## config.mk

```make
export PLATFORM = sky130hd
export DESIGN_NAME = traffic_lights_multi
export DESIGN_NICKNAME = d
export VERILOG_FILES = /design/src/rtl/traffic_lights_pkg.sv /design/src/rtl/tl_ms_timer.sv /design/src/rtl/traffic_lights_multi.sv
export SDC_FILE = /design/constraint.sdc
export NUM_CORES = 1
export LEC_CHECK = 0
export CAP_MARGIN = 20
export CORE_ASPECT_RATIO = 2
export CORE_MARGIN = 2
export CORE_UTILIZATION = 40
export CTS_CLUSTER_DIAMETER = 50
export CTS_CLUSTER_SIZE = 12
export DETAILED_ROUTE_END_ITERATION = 6
export PLACE_DENSITY = 0.68
export SETUP_SLACK_MARGIN = 0.3
export SLEW_MARGIN = 0
export SYNTH_ARGS = -nofsm -noshare
export SYNTH_HDL_FRONTEND = slang
export SYNTH_SLANG_ARGS = --single-unit
```

## constraint.sdc

```tcl
create_clock -name clk_i -period 2.55 [get_ports clk_i]
set_input_delay 0.765 -clock clk_i [delete_from_list [all_inputs] [get_ports clk_i]]
set_output_delay 0.765 -clock clk_i [all_outputs]
set_load 0.01 [all_outputs]
```

## src/rtl/traffic_lights_pkg.sv

```systemverilog
// Shared types and defaults for the multi-head traffic light controller.
//  - cmd_type_t : command codes on cmd_type_i
//  - mode_t     : top-level operating mode (RUN / OFF / UNMANAGED)
//  - phase_t    : right-of-way phase sequence used while in RUN
//  - DEF_*      : default time values (ms) used as module parameter defaults
//  - ms_floor1  : maps a time value of 0 ms onto 1 ms
package traffic_lights_pkg;

    localparam int CMD_W = 3;

    typedef enum logic [CMD_W-1:0] {
        CMD_ON         = 3'd0,
        CMD_OFF        = 3'd1,
        CMD_UNMANAGED  = 3'd2,
        CMD_SET_GREEN  = 3'd3,
        CMD_SET_RED    = 3'd4,
        CMD_SET_YELLOW = 3'd5,
        CMD_SHORTEN    = 3'd6,
        CMD_RESERVED   = 3'd7
    } cmd_type_t;

    typedef enum logic [1:0] {
        MODE_RUN       = 2'd0,
        MODE_OFF       = 2'd1,
        MODE_UNMANAGED = 2'd2
    } mode_t;

    typedef enum logic [2:0] {
        PH_ALL_RED     = 3'd0,
        PH_RED_YELLOW  = 3'd1,
        PH_GREEN       = 3'd2,
        PH_GREEN_BLINK = 3'd3,
        PH_YELLOW      = 3'd4
    } phase_t;

    localparam int DEF_TIME_W        = 16;
    localparam int DEF_GREEN_MS_VAL  = 1000;
    localparam int DEF_YELLOW_MS_VAL = 300;
    localparam int DEF_RED_MS_VAL    = 500;

    // A stored time of 0 ms would give a zero-length phase; treat it as 1 ms.
    function automatic int ms_floor1(input int ms);
        return (ms < 1) ? 1 : ms;
    endfunction

endpackage

```

## src/rtl/tl_ms_timer.sv

```systemverilog
// Loadable millisecond down-counter.
// The load value (ms) is converted to clock cycles (ms * TICKS_PER_MS) and
// counted down; done_o is high during the last cycle of the loaded interval,
// so a consumer that reloads on done_o gets intervals of exactly
// ms * TICKS_PER_MS cycles. Without a reload the counter parks at 0.
// Ports:
//  clk_i   in  1       clock
//  srst_i  in  1       synchronous reset, active-high (loads RST_MS)
//  load_i  in  1       restart the interval with ms_i
//  ms_i    in  TIME_W  interval length in ms (0 is treated as 1)
//  done_o  out 1       last cycle of the current interval
module tl_ms_timer
    import traffic_lights_pkg::*;
#(
    parameter int TIME_W       = 16,
    parameter int TICKS_PER_MS = 2,
    parameter int RST_MS       = 1
) (
    input  logic              clk_i,
    input  logic              srst_i,
    input  logic              load_i,
    input  logic [TIME_W-1:0] ms_i,
    output logic              done_o
);

    // Wide enough for the full ms range times the prescale, no truncation.
    localparam int CNT_W = TIME_W + $clog2(TICKS_PER_MS + 1);
    localparam logic [CNT_W-1:0] RST_CYCLES = CNT_W'(ms_floor1(RST_MS) * TICKS_PER_MS);

    logic [CNT_W-1:0]  cnt_q;
    logic [CNT_W-1:0]  cnt_d;
    logic [TIME_W-1:0] ms_eff;
    logic [CNT_W-1:0]  load_cycles;

    always_comb begin
        ms_eff      = (ms_i == '0) ? TIME_W'(1) : ms_i;
        load_cycles = CNT_W'(ms_eff) * CNT_W'(TICKS_PER_MS);
        cnt_d       = cnt_q;
        if (load_i) begin
            cnt_d = load_cycles;
        end else if (cnt_q != '0) begin
            cnt_d = cnt_q - 1'b1;
        end
    end

    always_ff @(posedge clk_i) begin
        if (srst_i) begin
            cnt_q <= RST_CYCLES;
        end else begin
            cnt_q <= cnt_d;
        end
    end

    assign done_o = (cnt_q == CNT_W'(1));

endmodule

```

## src/rtl/traffic_lights_multi.sv

```systemverilog
// Multi-head traffic light controller for one intersection.
// NUM_DIR heads get right-of-way one at a time in round-robin order:
//   ALL_RED -> (advance dir) -> RED_YELLOW -> GREEN -> GREEN_BLINK -> YELLOW -> ALL_RED
// Modes RUN / OFF / UNMANAGED are selected over the command bus; time
// settings may only be changed while not in RUN.
// Command bus handshake: cmd_valid_i is a single-cycle strobe with no
// back-pressure (there is no ready); every cycle with cmd_valid_i high
// delivers exactly one command, captured into a register stage and acted
// on at the following edge, so outputs react one edge after capture.
// Ports:
//  clk_i         in   1        clock
//  srst_i        in   1        synchronous reset, active-high (beats any command)
//  cmd_type_i    in   3        command code (cmd_type_t)
//  cmd_valid_i   in   1        command strobe
//  cmd_data_i    in   TIME_W   time value in ms for SET_* commands
//  cmd_dir_i     in   DIR_W    target direction for SET_GREEN
//  red_o         out  NUM_DIR  red lamp per head
//  yellow_o      out  NUM_DIR  yellow lamp per head
//  green_o       out  NUM_DIR  green lamp per head
//  active_dir_o  out  DIR_W    direction owning the current phase sequence
module traffic_lights_multi
    import traffic_lights_pkg::*;
#(
    parameter int NUM_DIR       = 2,
    parameter int TIME_W        = DEF_TIME_W,
    parameter int TICKS_PER_MS  = 2,
    parameter int BLINK_HALF_MS = 250,
    parameter int GREEN_BLINKS  = 3,
    parameter int RED_YELLOW_MS = 100,
    parameter int DEF_GREEN_MS  = DEF_GREEN_MS_VAL,
    parameter int DEF_YELLOW_MS = DEF_YELLOW_MS_VAL,
    parameter int DEF_RED_MS    = DEF_RED_MS_VAL,
    localparam int DIR_W        = (NUM_DIR > 2) ? $clog2(NUM_DIR) : 1
) (
    input  logic               clk_i,
    input  logic               srst_i,
    input  logic [2:0]         cmd_type_i,
    input  logic               cmd_valid_i,
    input  logic [TIME_W-1:0]  cmd_data_i,
    input  logic [DIR_W-1:0]   cmd_dir_i,
    output logic [NUM_DIR-1:0] red_o,
    output logic [NUM_DIR-1:0] yellow_o,
    output logic [NUM_DIR-1:0] green_o,
    output logic [DIR_W-1:0]   active_dir_o
);

    localparam int HC_W = (GREEN_BLINKS > 1) ? $clog2(2 * GREEN_BLINKS) : 1;
    localparam logic [HC_W-1:0]   HALF_LAST  = HC_W'(2 * GREEN_BLINKS - 1);
    localparam logic [TIME_W-1:0] GREEN_RST  = TIME_W'(ms_floor1(DEF_GREEN_MS));
    localparam logic [TIME_W-1:0] YELLOW_RST = TIME_W'(ms_floor1(DEF_YELLOW_MS));
    localparam logic [TIME_W-1:0] RED_RST    = TIME_W'(ms_floor1(DEF_RED_MS));
    localparam logic [TIME_W-1:0] RY_MS      = TIME_W'(ms_floor1(RED_YELLOW_MS));
    localparam logic [TIME_W-1:0] BLINK_MS   = TIME_W'(ms_floor1(BLINK_HALF_MS));
    localparam logic [DIR_W-1:0]  LAST_DIR   = DIR_W'(NUM_DIR - 1);

    // Command capture stage
    logic              cmd_vld_q,  cmd_vld_d;
    cmd_type_t         cmd_type_q, cmd_type_d;
    logic [TIME_W-1:0] cmd_data_q, cmd_data_d;
    logic [DIR_W-1:0]  cmd_dir_q,  cmd_dir_d;

    // Controller state
    mode_t             mode_q,     mode_d;
    phase_t            phase_q,    phase_d;
    logic [DIR_W-1:0]  dir_q,      dir_d;
    logic [HC_W-1:0]   half_q,     half_d;
    logic              blink_on_q, blink_on_d;
    logic [TIME_W-1:0] green_ms_q [NUM_DIR];
    logic [TIME_W-1:0] green_ms_d [NUM_DIR];
    logic [TIME_W-1:0] yellow_ms_q, yellow_ms_d;
    logic [TIME_W-1:0] red_ms_q,    red_ms_d;

    // Registered lamp outputs
    logic [NUM_DIR-1:0] red_q,    red_d;
    logic [NUM_DIR-1:0] yellow_q, yellow_d;
    logic [NUM_DIR-1:0] green_q,  green_d;

    // Timer control
    logic              ph_load, ph_done;
    logic [TIME_W-1:0] ph_ms;
    logic              bl_load, bl_done;

    logic              run_hold;
    logic              shorten;
    logic              cfg_ok;
    logic [TIME_W-1:0] cmd_ms;

    tl_ms_timer #(
        .TIME_W       (TIME_W),
        .TICKS_PER_MS (TICKS_PER_MS),
        .RST_MS       (DEF_RED_MS)
    ) u_phase_timer (
        .clk_i  (clk_i),
        .srst_i (srst_i),
        .load_i (ph_load),
        .ms_i   (ph_ms),
        .done_o (ph_done)
    );

    tl_ms_timer #(
        .TIME_W       (TIME_W),
        .TICKS_PER_MS (TICKS_PER_MS),
        .RST_MS       (BLINK_HALF_MS)
    ) u_blink_timer (
        .clk_i  (clk_i),
        .srst_i (srst_i),
        .load_i (bl_load),
        .ms_i   (BLINK_MS),
        .done_o (bl_done)
    );

    always_comb begin
        cmd_vld_d  = cmd_valid_i;
        cmd_type_d = cmd_type_t'(cmd_type_i);
        cmd_data_d = cmd_data_i;
        cmd_dir_d  = cmd_dir_i;

        mode_d      = mode_q;
        phase_d     = phase_q;
        dir_d       = dir_q;
        half_d      = half_q;
        blink_on_d  = blink_on_q;
        green_ms_d  = green_ms_q;
        yellow_ms_d = yellow_ms_q;
        red_ms_d    = red_ms_q;

        ph_load = 1'b0;
        ph_ms   = red_ms_q;
        bl_load = 1'b0;

        cfg_ok  = (mode_q != MODE_RUN);
        cmd_ms  = (cmd_data_q == '0) ? TIME_W'(1) : cmd_data_q;
        shorten = cmd_vld_q && (cmd_type_q == CMD_SHORTEN);

        // Mode and configuration commands
        if (cmd_vld_q) begin
            case (cmd_type_q)
                CMD_ON: begin
                    // Restart from a clean all-red; the active direction is kept
                    // so service resumes with the next head in turn.
                    if (mode_q != MODE_RUN) begin
                        mode_d  = MODE_RUN;
                        phase_d = PH_ALL_RED;
                        ph_load = 1'b1;
                        ph_ms   = red_ms_q;
                    end
                end
                CMD_OFF: begin
                    mode_d = MODE_OFF;
                end
                CMD_UNMANAGED: begin
                    if (mode_q != MODE_UNMANAGED) begin
                        mode_d     = MODE_UNMANAGED;
                        blink_on_d = 1'b1;
                        bl_load    = 1'b1;
                    end
                end
                CMD_SET_GREEN: begin
                    if (cfg_ok && (int'(cmd_dir_q) < NUM_DIR)) begin
                        green_ms_d[cmd_dir_q] = cmd_ms;
                    end
                end
                CMD_SET_RED: begin
                    if (cfg_ok) begin
                        red_ms_d = cmd_ms;
                    end
                end
                CMD_SET_YELLOW: begin
                    if (cfg_ok) begin
                        yellow_ms_d = cmd_ms;
                    end
                end
                default: ;
            endcase
        end

        // Phase sequencing only runs when RUN is neither entered nor left this cycle.
        run_hold = (mode_q == MODE_RUN) && (mode_d == MODE_RUN);
        if (run_hold) begin
            case (phase_q)
                PH_ALL_RED: begin
                    if (ph_done) begin
                        dir_d   = (dir_q == LAST_DIR) ? '0 : dir_q + 1'b1;
                        phase_d = PH_RED_YELLOW;
                        ph_load = 1'b1;
                        ph_ms   = RY_MS;
                    end
                end
                PH_RED_YELLOW: begin
                    if (ph_done) begin
                        phase_d = PH_GREEN;
                        ph_load = 1'b1;
                        ph_ms   = green_ms_q[dir_q];
                    end
                end
                PH_GREEN: begin
                    if (ph_done || shorten) begin
                        phase_d = PH_GREEN_BLINK;
                        half_d  = '0;
                        bl_load = 1'b1;
                    end
                end
                PH_GREEN_BLINK: begin
                    // Even half-periods show green, odd ones are dark.
                    if (bl_done) begin
                        if (half_q == HALF_LAST) begin
                            phase_d = PH_YELLOW;
                            ph_load = 1'b1;
                            ph_ms   = yellow_ms_q;
                        end else begin
                            half_d  = half_q + 1'b1;
                            bl_load = 1'b1;
                        end
                    end
                end
                PH_YELLOW: begin
                    if (ph_done) begin
                        phase_d = PH_ALL_RED;
                        ph_load = 1'b1;
                        ph_ms   = red_ms_q;
                    end
                end
                default: begin
                    phase_d = PH_ALL_RED;
                    ph_load = 1'b1;
                    ph_ms   = red_ms_q;
                end
            endcase
        end

        // Unmanaged flashing: toggle all yellows every half-period.
        if ((mode_q == MODE_UNMANAGED) && (mode_d == MODE_UNMANAGED) && bl_done) begin
            blink_on_d = ~blink_on_q;
            bl_load    = 1'b1;
        end

        // Lamps are decoded from next-state so they register alongside the state.
        red_d    = '0;
        yellow_d = '0;
        green_d  = '0;
        case (mode_d)
            MODE_RUN: begin
                red_d = '1;
                case (phase_d)
                    PH_RED_YELLOW: begin
                        yellow_d[dir_d] = 1'b1;
                    end
                    PH_GREEN: begin
                        red_d[dir_d]   = 1'b0;
                        green_d[dir_d] = 1'b1;
                    end
                    PH_GREEN_BLINK: begin
                        red_d[dir_d]   = 1'b0;
                        green_d[dir_d] = ~half_d[0];
                    end
                    PH_YELLOW: begin
                        red_d[dir_d]    = 1'b0;
                        yellow_d[dir_d] = 1'b1;
                    end
                    default: ;
                endcase
            end
            MODE_UNMANAGED: begin
                yellow_d = {NUM_DIR{blink_on_d}};
            end
            default: ;
        endcase
    end

    always_ff @(posedge clk_i) begin
        if (srst_i) begin
            cmd_vld_q   <= 1'b0;
            cmd_type_q  <= CMD_RESERVED;
            cmd_data_q  <= '0;
            cmd_dir_q   <= '0;
            mode_q      <= MODE_RUN;
            phase_q     <= PH_ALL_RED;
            dir_q       <= LAST_DIR;
            half_q      <= '0;
            blink_on_q  <= 1'b0;
            for (int i = 0; i < NUM_DIR; i++) begin
                green_ms_q[i] <= GREEN_RST;
            end
            yellow_ms_q <= YELLOW_RST;
            red_ms_q    <= RED_RST;
            red_q       <= '1;
            yellow_q    <= '0;
            green_q     <= '0;
        end else begin
            cmd_vld_q   <= cmd_vld_d;
            cmd_type_q  <= cmd_type_d;
            cmd_data_q  <= cmd_data_d;
            cmd_dir_q   <= cmd_dir_d;
            mode_q      <= mode_d;
            phase_q     <= phase_d;
            dir_q       <= dir_d;
            half_q      <= half_d;
            blink_on_q  <= blink_on_d;
            green_ms_q  <= green_ms_d;
            yellow_ms_q <= yellow_ms_d;
            red_ms_q    <= red_ms_d;
            red_q       <= red_d;
            yellow_q    <= yellow_d;
            green_q     <= green_d;
        end
    end

    assign red_o        = red_q;
    assign yellow_o     = yellow_q;
    assign green_o      = green_q;
    assign active_dir_o = dir_q;

endmodule

```

Word level (Yosys, flattened, before mapping)
Index checks and enable logic that the tools add are counted.
{"block": "totals", "register_bits": 137, "wordCells": 155, "output_inout_bits": 7}
{"block": "op_classes", "eq_ne": 23, "n_reduce_logical": 28, "n_addsub": 4, "bitwise_logic": 7, "mux": 68, "n_lt_le_gt_ge": 5}
{"op": "two-way mux 16 bit", "count": 11}
{"op": "case mux 16 bit (3 select lines)", "count": 1}
{"op": "two-way mux 3 bit", "count": 13}
{"op": "equality test 18 x 1 -> 1 bit, second input constant", "count": 2}
{"op": "nonzero test 18 bit", "count": 2}
{"op": "subtractor 18 x 1 -> 18 bit, second input constant", "count": 2}
{"op": "two-way mux 17 bit", "count": 2}
{"op": "bitwise mux 32 bit", "count": 1}
{"op": "logical NOT 16 bit", "count": 2}
{"op": "two-way mux 1 bit", "count": 25}
{"op": "equality test 3 x 2 -> 1 bit, second input constant", "count": 6}
{"op": "equality test 3 bit, second input constant", "count": 6}
{"op": "demux 16 bit (select 1 bit)", "count": 1}
{"op": "case mux 3 bit (5 select lines)", "count": 1}
{"op": "two-way mux 2 bit", "count": 6}
{"op": "equality test 3 x 1 -> 1 bit, second input constant", "count": 3}
{"op": "AND reduction 3 bit", "count": 3}
{"op": "!= test 2 bit, second input constant", "count": 4}
{"op": "case mux 2 bit (2 select lines)", "count": 2}
{"op": "OR reduction 2 bit", "count": 4}
{"op": "logical AND 1 bit", "count": 6}
{"op": "logical NOT 3 bit", "count": 2}
{"op": "case mux 2 bit (3 select lines)", "count": 1}
{"op": "case mux 3 bit (2 select lines)", "count": 1}
{"op": "19 further kinds", "count": 28}

Longest topological paths before layout
{"block": "depth", "word_depth": 14, "mapped_depth": 11}

Modules after synthesis
Synthesis repeated with hierarchy kept, for this count alone.
{"block": "unflattened", "cells_unflattened": 807, "hier_area_um2": 6626.4}
{"module": "traffic_lights_multi", "area_each_um2": 4340.4, "instances": 1, "cells_each": 538, "seq_area_each_um2": 2021.9}
{"module": "tl_ms_timer (u_phase_timer)", "area_each_um2": 1149.9, "instances": 1, "cells_each": 132, "seq_area_each_um2": 360.3}
{"module": "tl_ms_timer (u_blink_timer)", "area_each_um2": 1136.1, "instances": 1, "cells_each": 137, "seq_area_each_um2": 360.3}

Worst setup path before layout
OpenSTA, ideal clock, no wires.
{"block": "synth_timing", "kind": "register to register", "start": "reg u_blink_timer.cnt_q[1]", "end": "reg u_phase_timer.cnt_q[11]", "required_ps": 2413, "path_slack_ps": -112, "n_path_buf": 2, "arrival_ps": 2525, "setup_ps": 137, "path_stages_with_launch": 11, "path_cell_list": "dfxtp_1 inv_1 ha_1 or3b_2 or2_2 o31a_1 or3_1 buf_6 buf_6 a211oi_1 a211oi_1"}
{"block": "synth_via", "elab_chain_cells": 7, "elab_cells_between_ends": 11, "cone_classes": "eq/ne: 1; mux: 8; reduce/logical: 2"}
{"item": "from (decl)", "line_no": "tl_ms_timer.sv:30", "text": "logic [CNT_W-1:0] cnt_q;"}
{"item": "from (signal assigned)", "line_no": "tl_ms_timer.sv:50", "text": "cnt_q <= cnt_d;"}
{"item": "equality test 18 x 1 -> 1 bit (*)", "line_no": "tl_ms_timer.sv:54", "text": "assign done_o = (cnt_q == CNT_W'(1));"}
{"item": "two-way mux 16 bit", "line_no": "traffic_lights_multi.sv:205", "text": "if (bl_done) begin"}
{"item": "case mux 16 bit (3 select lines)", "line_no": "traffic_lights_multi.sv:180", "text": "case (phase_q)"}
{"item": "two-way mux 16 bit", "line_no": "traffic_lights_multi.sv:179", "text": "if (run_hold) begin"}
{"item": "logical NOT 16 bit", "line_no": "tl_ms_timer.sv:36", "text": "ms_eff = (ms_i == '0) ? TIME_W'(1) : ms_i;"}
{"item": "two-way mux 16 bit", "line_no": "tl_ms_timer.sv:36"}
{"item": "two-way mux 17 bit", "line_no": "tl_ms_timer.sv:39", "text": "if (load_i) begin"}
{"item": "to (signal assigned)", "line_no": "tl_ms_timer.sv:50"}
{"item": "to (decl)", "line_no": "tl_ms_timer.sv:30"}
Mark *: on every way between the ends. The rest lies on a longest branch, timed or not.
A chain may end at the register's enable or synchronous reset.

Worst setup path in the final report
{"block": "layout_timing", "start": "reg u_blink_timer.cnt_q[12]", "end": "reg green_q[1] (netlist: green_o[1])"}
{"block": "layout_via", "elab_chain_cells": 7, "elab_cells_between_ends": 12, "cone_classes": "eq/ne: 3; mux: 7; bitwise: 2"}
{"item": "equality test 18 x 1 -> 1 bit (*)", "line_no": "tl_ms_timer.sv:54"}
{"item": "parallel branches: the longest is 5 deep, another holds case mux 3 bit (5 select lines)"}
{"item": "case mux 2 bit (2 select lines) (*)", "line_no": "traffic_lights_multi.sv:244", "text": "case (phase_d)"}
{"item": "to (signal assigned)", "line_no": "traffic_lights_multi.sv:304", "text": "green_q <= green_d;"}
{"item": "to (decl)", "line_no": "traffic_lights_multi.sv:76", "text": "logic [NUM_DIR-1:0] green_q, green_d;"}
Mark *: on every way between the ends. The select of a mux whose other input is x is not followed.

==> out/results.tsv <==
stage	metric	value	unit
outcome	status	finished, final reports clean	
place	place_congestion	0.879	
die	die_h	181	um
place	dpl.hpwl	12.7	mm
setup_path	crit_family	simple AND/OR/NAND/NOR gates	
drt	via_count	5902	
timing	period_needed	2.54	ns
global_routing	grt_pass1_wl	29.3	mm
setup_path	r2r_setup_slack	0.01	ns
synth	synth-seq-cells	137	
clock_tree	ctsHoldBuffers	0	
final_layout	post-route-util	0.570	
setup_path	crit_slowest_cell	or4_4	
clock_tree	numClockSinks	137	
pwr	peakVddDrop	0.467	mV
synth	synth-main-ff-cell	dfxtp_1	
clock_tree	htree_levels	4	
drt	routedWlPerCell	17.8	um
drt	drtAntennaViolNets	0	
synth	syn_avg_cell_area	8.31	sq um
synth	ys_seq_area_frac	0.438	
final_layout	drive_gt1_frac	0.295	
timing	finalMaxSlewViolations	0	
timing	hold_viol	0	
final_layout	multi_input_area	3910	sq um
clock_tree	cts_buffer_depth	2	
setup_path	critPathMaxStageDelay	0.54	ns
job	maxCapViolations	0	
synth	ys_types	59	
final_layout	final_cells	1058	
synth	synth_area	6260	sq um
timing	skew	0.00742	ns
drt	first_iter_violations	328	
global_routing	antenna_found_initial	0	
die	io_pins	30	
setup_path	worst-setup-path-type	flip-flop to flip-flop	
place	place_inst	1006	
die	die_area	16700	sq um
drt	dr.pass1.iters	5	
clock_tree	cts-root-buf	clkbuf_16	
pwr	p_leak	3.20	nW
global_routing	grt.total_usage	0.223	
final_layout	fill_cells	1283	
setup_path	worst-path-max-fanout	5	
clock_tree	clk_pin_slew	0.06	ns
synth	async_flop_share	0	
timing	slew_headroom	0.532	
setup_path	crit_buf_inv	3	
final_layout	nNetsFinal	877	
timing	fin_crit_sh	0.994	
clock_tree	cts_tree	built	
clock_tree	clkLatencyLatePin	0.43	ns
final_layout	antenna_cells	0	
synth	yosysWarnings	0	
timing	finalSetupViolations	0	
synth	synth_enable_flop_cells	0	
final_layout	area_growth	39.0	%
timing	fmax	0.394	GHz
timing	grt_setup_unrepaired	true	
die	die_w	92.5	um
timing	tightest_slew	0.703	ns
die	initial_core_util	0.410	
final_layout	regArea	2750	sq um
setup_path	cp-start-kind	flip-flop	
place	portBuffers	29	
drt	totalWireLength	18.8	mm
setup_path	required	2.84	ns
synth	synthCells	754	
synth	synth_fp_nets	783	
die	rows	64	
setup_path	endpoint_kind	flip-flop	
min_path	hp-class	flip-flop to flip-flop	
setup_path	crit_arrival	2.83	ns
global_routing	grt_max_degree	75	
global_routing	overflow	0	
setup_path	crit_path_cell_trace	or4_4 > or2_4 > buf_12 > buf_6 > nor4_4 > buf_4 > nand2_2 > mux2_4 > nor2_4 > nor4_1	
clock_tree	cts_made_buffers	17	
drt	viasPerCell	5.58	
pwr	power.total	5.39	mW
global_routing	grt_pass1_vias	5940	
die	core	15300	sq um
pwr	p_per_area	619	nW/um^2
drt	drc_errors	0	
[flip-flops by register name, indices dropped and copies added, names as in the netlist, 2 cells and up]
register             cells
u_phase_timer.cnt_q     18
half_q                   3
red_o                    2
yellow_o                 2
cmd_type_q               3
green_o                  2
yellow_ms_q             16
cmd_data_q              16
mode_q                   2
green_ms_q              32
phase_q                  3
u_blink_timer.cnt_q     18
red_ms_q                16
[where the power goes]
part | switching [mW] | internal [mW] | leakage, nW | total, mW
Clock | 0.948 | 1.88 | 0.323 | 2.83
Sequential | 0.0629 | 2.19 | 1.11 | 2.25
Combinational | 0.161 | 0.153 | 1.76 | 0.314
Total | 1.17 | 4.22 | 3.20 | 5.39
[layout by cell type, fill, tap and decap left out, types with 7 or more instances in the layout]
cell	Yosys	routed
xor2_1	13	13
nor3_1	18	12
clkbuf_16	0	19
o21ai_0	14	7
clkdlybuf4s50_1	0	28
buf_6	3	13
nor4_1	17	10
nor2_4	0	10
nor2b_1	21	21
buf_4	0	64
nor4_2	5	8
a211oi_2	1	8
nand2_1	144	126
o21ai_1	1	7
a21oi_2	0	15
nand3_1	34	29
a211oi_1	14	7
a21oi_1	51	35
nor2_1	70	56
xnor2_1	21	19
inv_1	12	11
mux2i_1	21	21
mux2_2	12	10
nand4_1	9	9
dfxtp_1	137	130
nand2_2	0	16
[cells in the mapped netlist (4+ instances only)]
cell	n	share of area
nor2_1	70	0.042
a31oi_1	5	0.0050
xnor2_1	21	0.029
mux2i_1	21	0.034
ha_1	6	0.012
xor2_1	13	0.018
nand2_1	144	0.086
clkbuf_1	32	0.019
a211oi_1	14	0.017
buf_2	4	0.0032
nor3_1	18	0.014
nor2b_1	21	0.021
inv_1	12	0.0072
or3_1	7	0.0070
nand4_1	9	0.0090
nand2b_1	6	0.0060
nand3_1	34	0.027
mux2_2	12	0.022
nor4_1	17	0.017
or4_1	5	0.0060
a21oi_1	51	0.041
o21ai_0	14	0.011
or2_2	8	0.0080
a22oi_1	6	0.0072
dfxtp_1	137	0.44
nor4_2	5	0.010
a32oi_1	7	0.0098
[routing by layer]
metal	vias to the layer above	GRT usage	wire length (um)
met5	-	0	0
li1	2832	-	-
met2	168	0.412	10400
met4	0	0.162	1330
met3	91	0.0354	503
met1	2811	0.216	6590
[per-stage QoR]
stage	hold slack [ns]	setup slack [ns]	instance area (sq um)	TNS, ns
finish	0.452	0.0143	8710	0
global route	0.476	-0.0499	8710	-0.220
CTS	0.457	0.0310	8250	0
detailed placement	0.449	-0.0683	7190	-0.234
global placement	0.440	-0.0351	7190	-0.0682
floorplan	0.433	0.109	6310	0
[final cells by class]
cell class	count	share of cell area
sequential	137	0.316
multi-input combinational	565	0.449
timing repair buffer	114	0.123
clock buffer	20	0.0524
inverter	13	0.00589
tap	198	0.0284
clock inverter	11	0.0250
[worst register-to-register path, cell delays in order, from the launching register on]
cell	delay, ns
dfxtp_2	0.32
or4_4	0.54
or2_4	0.29
buf_12	0.14
buf_6	0.11
nor4_4	0.30
buf_4	0.18
nand2_2	0.05
mux2_4	0.30
nor2_4	0.11
nor4_1	0.06
[path summary, 6_finish.rpt]
check / from / to / cells past startpoint
max: u_blink_timer.cnt_q[12]$_SDFFE_PP0P_ / green_o[1]$_SDFF_PP0_ / 10
min: green_ms_q[18]$_SDFFE_PP0P_ / green_ms_q[18]$_SDFFE_PP0P_ / 2
max reg2reg: u_blink_timer.cnt_q[12]$_SDFFE_PP0P_ / green_o[1]$_SDFF_PP0_ / 10
min reg2reg: green_ms_q[18]$_SDFFE_PP0P_ / green_ms_q[18]$_SDFFE_PP0P_ / 2
[timing repair]
action,in CTS,in global routing
resized for setup,76,85
endpoints found under the setup margin,46,48
setup buffers,11,6
pin swaps,17,26
gates cloned,2,2
endpoints found under the hold margin,0,0
[kinds of logic after synthesis]
logic type               Yosys count  synth area share
AO/OA/AOI/OAI                    127             0.133
buffers and inverters             52            0.0355
adder cells (fa/ha/maj)            6            0.0120
multiplexers                      33            0.0551
XOR/XNOR                          34            0.0475
AND/OR/NAND/NOR                  365             0.279
flip-flops                       137             0.438
Note: power is estimated with default switching activity, not from simulation.
